<file path="src/rtl/reg_file_sh_pkg.sv">
// Shared constants and encodings for the ARM datapath register file and its read-port mux.
package reg_file_sh_pkg;

    localparam logic [3:0] REG_PC    = 4'd15;
    localparam int         NREG_DEF  = 15;
    localparam int         WIDTH_DEF = 32;
    localparam int         SHAMT_W   = 5;

    typedef enum logic {
        SHSRC_IMM = 1'b0,
        SHSRC_REG = 1'b1
    } shsrc_e;

endpackage

</file>
<file path="src/rtl/reg_file_rd_mux.sv">
// One combinational read port: R15 override first, then same-cycle write bypass, then stored value.
module reg_file_rd_mux
    import reg_file_sh_pkg::*;
#(
    parameter int WIDTH  = WIDTH_DEF,
    parameter int NREG   = NREG_DEF,
    parameter int BYPASS = 1
) (
    input  logic [NREG-1:0][WIDTH-1:0] i_regs,
    input  logic [3:0]                 i_addr,
    input  logic [WIDTH-1:0]           i_r15,
    input  logic                       i_we,
    input  logic [3:0]                 i_waddr,
    input  logic [WIDTH-1:0]           i_wdata,
    output logic [WIDTH-1:0]           o_rdata
);

    localparam logic [3:0] LAST_REG = 4'(NREG - 1);

    // NOTE: every always_comb output gets a default first so no path can infer a latch.
    always_comb begin
        o_rdata = '0;
        if (i_addr == REG_PC) begin
            o_rdata = i_r15;
        end else if ((BYPASS != 0) && i_we && (i_waddr == i_addr)) begin
            o_rdata = i_wdata;
        end else if (i_addr <= LAST_REG) begin
            o_rdata = i_regs[i_addr];
        end
    end

endmodule

</file>
<file path="src/rtl/reg_file_sh.sv">
// ARM register file (R0..R14 in flops, R15 = PC+8) with three read ports and shift-amount selection.
module reg_file_sh
    import reg_file_sh_pkg::*;
#(
    parameter int WIDTH  = WIDTH_DEF,
    parameter int NREG   = NREG_DEF,
    parameter int BYPASS = 1
) (
    input  logic               CLK,
    input  logic               RESETn,
    input  logic [3:0]         A1,
    input  logic [3:0]         A2,
    input  logic [3:0]         A4,
    input  logic [3:0]         A3,
    input  logic               WE3,
    input  logic [WIDTH-1:0]   WD3,
    input  logic [WIDTH-1:0]   R15,
    input  logic               ShamtSrc,
    input  logic [SHAMT_W-1:0] ImmShamt,
    output logic [WIDTH-1:0]   RD1,
    output logic [WIDTH-1:0]   RD2,
    output logic [WIDTH-1:0]   RD4,
    output logic [SHAMT_W-1:0] Shamt5,
    output logic               ShBig,
    output logic               ShZero
);

    localparam logic [3:0] LAST_REG = 4'(NREG - 1);

    logic [NREG-1:0][WIDTH-1:0] r_regs;
    logic                       w_wr_en;

    assign w_wr_en = WE3 && (A3 != REG_PC) && (A3 <= LAST_REG);

    // NOTE: the array is flops, not a RAM macro, so clearing it in reset is legal and required.
    always_ff @(posedge CLK or negedge RESETn) begin
        if (!RESETn) begin
            r_regs <= '0;
        end else if (w_wr_en) begin
            r_regs[A3] <= WD3;
        end
    end

    reg_file_rd_mux #(.WIDTH(WIDTH), .NREG(NREG), .BYPASS(BYPASS)) u_rd1 (
        .i_regs (r_regs), .i_addr (A1), .i_r15 (R15),
        .i_we   (WE3),    .i_waddr(A3), .i_wdata(WD3), .o_rdata(RD1)
    );

    reg_file_rd_mux #(.WIDTH(WIDTH), .NREG(NREG), .BYPASS(BYPASS)) u_rd2 (
        .i_regs (r_regs), .i_addr (A2), .i_r15 (R15),
        .i_we   (WE3),    .i_waddr(A3), .i_wdata(WD3), .o_rdata(RD2)
    );

    reg_file_rd_mux #(.WIDTH(WIDTH), .NREG(NREG), .BYPASS(BYPASS)) u_rd4 (
        .i_regs (r_regs), .i_addr (A4), .i_r15 (R15),
        .i_we   (WE3),    .i_waddr(A3), .i_wdata(WD3), .o_rdata(RD4)
    );

    // Rs shifts look at the low byte only: bits 7:5 flag a shift of 32 or more.
    always_comb begin
        Shamt5 = ImmShamt;
        ShBig  = 1'b0;
        ShZero = (ImmShamt == '0);
        if (ShamtSrc == SHSRC_REG) begin
            Shamt5 = RD4[SHAMT_W-1:0];
            ShBig  = |RD4[7:5];
            ShZero = (RD4[7:0] == 8'd0);
        end
    end

endmodule
</file>
<file path="config.mk">
export PLATFORM = sky130hd
export DESIGN_NAME = reg_file_sh
export DESIGN_NICKNAME = d
export VERILOG_FILES = /design/src/rtl/reg_file_sh_pkg.sv /design/src/rtl/reg_file_rd_mux.sv /design/src/rtl/reg_file_sh.sv
export SDC_FILE = /design/constraint.sdc
export NUM_CORES = 1
export LEC_CHECK = 0
export ABC_AREA = 0
export CAP_MARGIN = 20
export CORE_AREA = 2 2 315 317
export CTS_CLUSTER_DIAMETER = 60
export DETAILED_ROUTE_END_ITERATION = 10
export DIE_AREA = 0 0 317 319
export DONT_BUFFER_PORTS = 1
export PLACE_DENSITY = 0.55
export SYNTH_ARGS = -nofsm -noshare
export SYNTH_HDL_FRONTEND = slang
export SYNTH_HIERARCHICAL = 1
export SYNTH_SLANG_ARGS = --single-unit
</file>
<file path="constraint.sdc">
create_clock -name CLK -period 3.3 [get_ports CLK]
set_clock_uncertainty 0.2 [all_clocks]
set_input_delay 0.66 -clock CLK [delete_from_list [all_inputs] [get_ports CLK]]
set_output_delay 0.66 -clock CLK [all_outputs]
set_load 0.005 [all_outputs]
</file>
==> summary.md, run 1 <==
| Metric | Value |
|---|---|
| Crit path DAT | `between 2000 and 3000 ps` |
| Syn_area_per_cell | `between 10 and 15 µm²` |
| Internal power | `14.7 mW` |
| Tcrit/Tclk final | `1.11` |
| CP max stage cell | `mux4_2` |
| Register name with the most flops | `r_regs` |
| Failing checks | `negative hold slack, max-slew violations, negative setup slack` |
| HPWL Detailed | `72,100 µm` |
| Slowest stage delay, CP | `around 670 ps` |
| Hold Crit Class | `in -> async` |
| Relative slew slack | `-0.381` |
| Most frequent cells in the layout | `mux2_2 (490), dfrtp_1 (480), mux2i_1 (254), buf_4 (181), mux4_2 (170)` |
| Delay-heaviest family, CP | `multiplexers` |
| Via count | `25,700` |
| Outcome | `finished with violations` |
| NumNets Final | `2,795` |
| Cts bufs inserted | `55` |
| Static leakage | `15.0 nW` |
| Post-synthesis sequential area ratio | `0.375` |
| Clock transition at path regs | `60 ps` |
| Setup TNS Final | `-3510 ps` |
| Worst setup path category | `in -> out` |
| # hold bufs at CTS | `32` |
| CTS Sinks | `480` |
| Critical path endpoint category | `output port` |
| H-tree depth | `2` |
| GPL Wtd Cong | `0.895` |
| CP Cell Sequence | `mux4_2, mux2i_1, nor2_1, nor3_1, buf_4, o21ai_4, nor3_4, nand4b_1, o31ai_4` |
| Fmax achieved | `0.272 GHz` |
| Chip width | `around 320 µm` |
| Max Slew Vio Count | `190` |
| Worst EP required | `2440 ps` |
| Number of global-route vias before repair | `25,800` |
| Total track usage | `0.233` |
| Ports | `roughly 190` |
| Max reg flops | `480` |
| Worst-path fanout max | `180` |
| Commonest non-fill, non-tap cell in the layout | `mux2_2` |
| Syn Inst Count | `~2,700` |
| Switching pwr | `between 6 and 7 mW` |
| Hold Vio Cnt, Final | `478` |
| WP buf/inv | `1` |
| Top-area cell type share of the netlist area | `0.375` |
| Reg power frac | `0.408` |
| Number of synthesized flops with an enable pin | `0` |
| # rows | `115` |
| CTS max path bufs | `3` |
| Largest net degree at the start of global routing | `481` |
| Final WS setup | `-374 ps` |
| Synth cell types | `44` |
| TritonCTS clock tree | `done` |
| Ys flop type | `dfrtp_1` |
| Initial DRC count | `2,783` |
| Maxcap violations | `0` |
| Peak VDD IR | `between 400 and 500 µV` |
| Final instance area | `between 30,000 and 40,000 µm²` |
| Post-synth top area cell | `dfrtp_1` |
| # DRC | `0` |
| Vias per cell | `6.36` |
| GRT Residual Overflow | `0` |
| Routed WL per cell | `30.1 µm` |
| Synth async-reset ratio | `1.00` |
| Setup-failing EPs final | `33` |
| Clk pwr share | `0.319` |
| Starting Density | `0.328` |
| Initial antenna violation count | `1` |
| Syn Nets | `about 2,800` |
| Die ar. | `101,000 µm²` |
| Combinational Power Share | `0.273` |
| Chip height | `319 µm` |
| Share of cells above drive strength 1 | `0.390` |
| Core Area | `97,700 µm²` |
| Clock Latency Late Sink | `620 ps` |
| Net Sw Frac | `0.302` |
| Unrepaired setup endpoints after global routing | `yes` |
| Post-Syn Area | `32,100 µm²` |
| Area growth from synthesis to layout | `14.2%` |
| First-pass GRT wire length | `approximately 180,000 µm` |
| Power Density | `575 nW/µm²` |
| Actual slew at the worst max-slew pin | `2070 ps` |
| Root Buffer Master | `clkbuf_16` |
| Area after DPL | `about 34,000 µm²` |
| Biggest regs | `r_regs (480)` |
| #FFs+latches synth | `480` |
| Remaining antenna violation count after routing | `0` |
| CP Launch Type | `input pin` |
| Port bufs | `0` |
| Min Tclk post-route | `3670 ps` |
| Yosys warns | `6` |
| Synth area leaders | `dfrtp_1 (37%), mux2_2 (17%), mux4_2 (12%)` |
| Fin Hold WS | `-379 ps` |
| Pre-Repair DR Iteration Count | `8` |
| Final WL | `121,000 µm` |
per-stage QoR:
stage | power, mW | std cells | hold WS, ps | util | worst slack [ps]
2_1_floorplan | 12.4 | 2683 | 164 | - | 1.93
3_3_place_gp | 13.5 | 3868 | 240 | 0.344 | -301
3_5_place_dp | 13.8 | 3868 | 244 | 0.344 | -274
4_1_cts | 20.8 | 4015 | -433 | 0.371 | -210
5_1_grt | 21.9 | 4033 | -416 | 0.375 | -328
6_report | 21.0 | 4034 | -379 | 0.375 | -374
cell usage after synthesis (all sizes together) (36+ instances only):
master	count
mux2	572
buf	165
nor3	85
nor2	126
mux2i	258
inv	36
nand2	68
mux4	171
clkbuf	117
nor2b	37
a21oi	72
o221ai	36
o21ai	123
dfrtp	480
or3	36
a221oi	120
what timing repair did:
action / CTS / global route
endpoints found under the setup margin: 24 / 51
buffers inserted: 18 / 22
pin swaps: 14 / 43
hold endpoints to repair: 960 / 480
resized for setup: 47 / 71
logic make-up (layout without fill, tap and decap cells):
group	after synthesis	after routing	share of synthesized area
simple gates	400	400	0.0605
xor+xnor	12	12	0.00328
other cells	0	1	0
mux	1001	1001	0.402
buf+inv	318	381	0.0591
compound gates	472	472	0.101
flops	480	480	0.375
layout make-up:
cell class / count / area, µm²
antenna: 1 / 2.50
clock buffer: 79 / 1660
inverter: 36 / 135
sequential: 480 / 12000
tap: 1287 / 1610
clock inverter: 18 / 284
multi-input combinational: 1885 / 18700
timing repair buffer: 248 / 2260
fill: 9287 / 61100
per-layer routing:
layer / vias to the layer above / GRT usage / routed length [µm]
met5: - / 0 / 13
met4: 2 / 0.120 / 6470
met3: 366 / 0.0510 / 11500
met2: 1586 / 0.356 / 55000
met1: 13400 / 0.308 / 48300
li1: 10400 / - / -
power by group through the flow:
stage | logic (mW) | registers (mW) | clock network (mW)
3_3_place_gp | 5.02 | 8.47 | 0
3_5_place_dp | 5.16 | 8.66 | 0
2_1_floorplan | 4.19 | 8.25 | 0
6_report | 5.74 | 8.59 | 6.70
5_1_grt | 6.03 | 8.80 | 7.04
4_1_cts | 5.46 | 8.54 | 6.79
final timing paths:
| kind | start | end | slack (ps) | cells past startpoint |
|---|---|---|---|---|
| max in group asynchronous | RESETn | r_regs[309]$_DFFE_PN0P_ | 1730 | 0 |
| setup reg to reg | r_regs[195]$_DFFE_PN0P_ | r_regs[195]$_DFFE_PN0P_ | 2090 | 3 |
| setup / recovery | A4[0] | ShZero | -370 | 9 |
| min in group CLK | A3[1] | r_regs[155]$_DFFE_PN0P_ | 210 | 2 |
| hold / removal | RESETn | r_regs[33]$_DFFE_PN0P_ | -380 | 0 |
| hold reg to reg | r_regs[136]$_DFFE_PN0P_ | r_regs[136]$_DFFE_PN0P_ | 340 | 1 |
(Power assumes the default switching activity.)
==> inputs of run 2 (changes only) <==
--- a/config.mk
+++ b/config.mk
@@ -12,7 +12,7 @@
 export DETAILED_ROUTE_END_ITERATION = 10
 export DIE_AREA = 0 0 317 319
 export DONT_BUFFER_PORTS = 1
-export PLACE_DENSITY = 0.55
+export PLACE_DENSITY_LB_ADDON = 0.08
 export SYNTH_ARGS = -nofsm -noshare
 export SYNTH_HDL_FRONTEND = slang
 export SYNTH_HIERARCHICAL = 1
==> constraint.sdc (replaced) <==
create_clock -name CLK -period 3.2 [get_ports CLK]
set_clock_uncertainty 0.2 [all_clocks]
set_input_delay 0.64 -clock CLK [delete_from_list [all_inputs] [get_ports CLK]]
set_output_delay 0.64 -clock CLK [all_outputs]
set_load 0.005 [all_outputs]
==> run 2 against run 1 <==
Effect of this change:
- the flow finishes with violations (negative hold slack, negative setup slack)
- sequential cell count unchanged
- sequential power up 3.1%
- critical path type is now reg -> out
- non-clock buffer count up 80
- power up 14%
==> summary.md, run 2 (synthesis results as in run 1) <==
| Metric | Value |
|---|---|
| Outcome | `finished with violations` |
| Failing checks | `negative hold slack, negative setup slack` |
| Layout Cells excl Fill | `4,148` |
| CP Cell Sequence | `mux4_2, mux2i_4, nor2_2, nor3_2, o21ai_2, nor3_4, buf_6, nand4b_1, o31ai_2` |
| Area after DPL | `~35,000 µm²` |
| Die ar. | `101,000 µm²` |
| Fin Hold WS | `-462 ps` |
| CP max stage cell | `mux4_2` |
| Total track usage | `0.262` |
| Via count | `25,300` |
| Worst EP required | `2360 ps` |
| Chip height | `319 µm` |
| Clock Latency Late Sink | `610 ps` |
| Power Density | `613 nW/µm²` |
| Pre-Repair DR Iteration Count | `6` |
| CTS Sinks | `480` |
| GRT Residual Overflow | `0` |
| Crit path DAT | `between 2000 and 3000 ps` |
| Ant diodes | `0` |
| Initial DRC count | `2,105` |
| Root Buffer Master | `clkbuf_16` |
| Vias per cell | `6.09` |
| Setup TNS Final | `-3110 ps` |
| Final instance area | `39,000 µm²` |
| HPWL Detailed | `79,200 µm` |
| Setup-failing EPs final | `41` |
| Ports | `192` |
| Register name with the most flops | `r_regs` |
| Routed WL per cell | `32.5 µm` |
| TritonCTS clock tree | `done` |
| Worst-path fanout max | `2` |
| Peak VDD IR | `349 µV` |
| Actual slew at the worst max-slew pin | `around 1300 ps` |
| Final WL | `approximately 130,000 µm` |
| Starting Density | `0.328` |
| Static leakage | `about 16 nW` |
| Tcrit/Tclk final | `1.11` |
| Relative slew slack | `0.112` |
| Hold Crit Class | `in -> async` |
| Fin util | `0.400` |
| CP Launch Type | `flip-flop` |
| NumNets Final | `2,891` |
| CTS max path bufs | `3` |
| Fmax achieved | `0.282 GHz` |
| Number of global-route vias before repair | `approximately 26,000` |
| Max reg flops | `480` |
| Biggest regs | `r_regs (480)` |
| Slowest stage delay, CP | `510 ps` |
| Max Slew Vio Count | `0` |
| Cts bufs inserted | `71` |
| Min Tclk post-route | `3550 ps` |
| Placed Cells | `roughly 4,000` |
| Final WS setup | `-347 ps` |
| Area growth from synthesis to layout | `21.8%` |
| Remaining antenna violation count after routing | `0` |
| Critical path endpoint category | `output port` |
| Maxcap violations | `0` |
| Commonest non-fill, non-tap cell in the layout | `mux2_2` |
| Share of cells above drive strength 1 | `0.459` |
| Largest net degree at the start of global routing | `481` |
| Most frequent cells in the layout | `mux2_2 (487), dfrtp_1 (480), mux2i_1 (239), buf_4 (225), mux4_2 (171)` |
| # DRC | `0` |
| H-tree depth | `3` |
| First-pass GRT wire length | `just under 200,000 µm` |
| Unrepaired setup endpoints after global routing | `yes` |
| Port bufs | `0` |
| GPL Wtd Cong | `a little over 0.8` |
| # rows | `115` |
| Worst setup path category | `reg -> out` |
| Fillcell total | `9,180` |
| Clock transition at path regs | `approximately 60 ps` |
| Initial antenna violation count | `7` |
| Hold Vio Cnt, Final | `480` |
| Chip width | `317 µm` |
| Core Area | `between 90,000 and 100,000 µm²` |
| # hold bufs at CTS | `32` |
| Place WS | `-460 ps` |
run 2: changes by cell type in the layout (fill, tap and decap cells not counted), moves of 22 or more:
cell and delta:
a221oi_1 -26, a221oi_2 +23, buf_12 +22, buf_4 +44, nor2_1 -23, nor3_1 -31
run 2: what timing repair did:
item                                    in CTS  in global routing
buffers inserted                            26                 19
pin swaps                                   63                 81
hold endpoints to repair                   960                480
cloned                                       0                  1
endpoints found under the setup margin      76                 68
gates resized for setup                    214                110
run 2: path summary, 6_finish.rpt:
path	from	endpoint	slack, ps	cells after the start
setup / recovery	r_regs[229]$_DFFE_PN0P_	ShZero	-350	9
hold / removal	RESETn	r_regs[305]$_DFFE_PN0P_	-460	0
setup reg to reg	r_regs[225]$_DFFE_PN0P_	r_regs[225]$_DFFE_PN0P_	2000	3
hold reg to reg	r_regs[174]$_DFFE_PN0P_	r_regs[174]$_DFFE_PN0P_	330	1
max in group asynchronous	RESETn	r_regs[251]$_DFFE_PN0P_	2200	0
min in group CLK	r_regs[174]$_DFFE_PN0P_	r_regs[174]$_DFFE_PN0P_	330	1
run 2: stage by stage:
step	total power, mW	hold slack [ps]
after floorplan	12.8	144
after global placement	14.5	175
after detailed placement	14.7	176
after CTS	23.8	-495
after global routing	25.0	-484
final	23.9	-462
run 2: report_power, final:
group / total (mW) / switching [mW] / internal, mW
logic: 6.69 / 2.75 / 3.94
clock network: 8.39 / 3.13 / 5.26
registers: 8.86 / 1.37 / 7.50
total: 23.9 / 7.25 / 16.7
run 2: final cells by class:
cell class / instances / area [µm²] / area share
Timing Repair Buffer: 328 / 3200 / 0.0820
Multi-Input combinational cell: 1885 / 19600 / 0.502
Tap cell: 1287 / 1610 / 0.0412
Clock buffer: 107 / 2130 / 0.0545
Inverter: 36 / 135 / 0.00346
Sequential cell: 480 / 12000 / 0.308
Clock inverter: 25 / 364 / 0.00933
run 2: worst max-delay path: cells and delay by family (launching register included):
kind            cells  cell delay (ps)
mux                 2              700
buf+inv             1              130
compound gates      2              230
simple gates        4              630
flops               1              390
run 2: routing by layer:
metal,vias to the layer above,share of wire,track usage
met4,4,0.030,0.0833
met1,13300,0.44,0.362
met3,234,0.075,0.0509
met2,1121,0.46,0.412
met5,-,0.00017,0
li1,10600,-,-
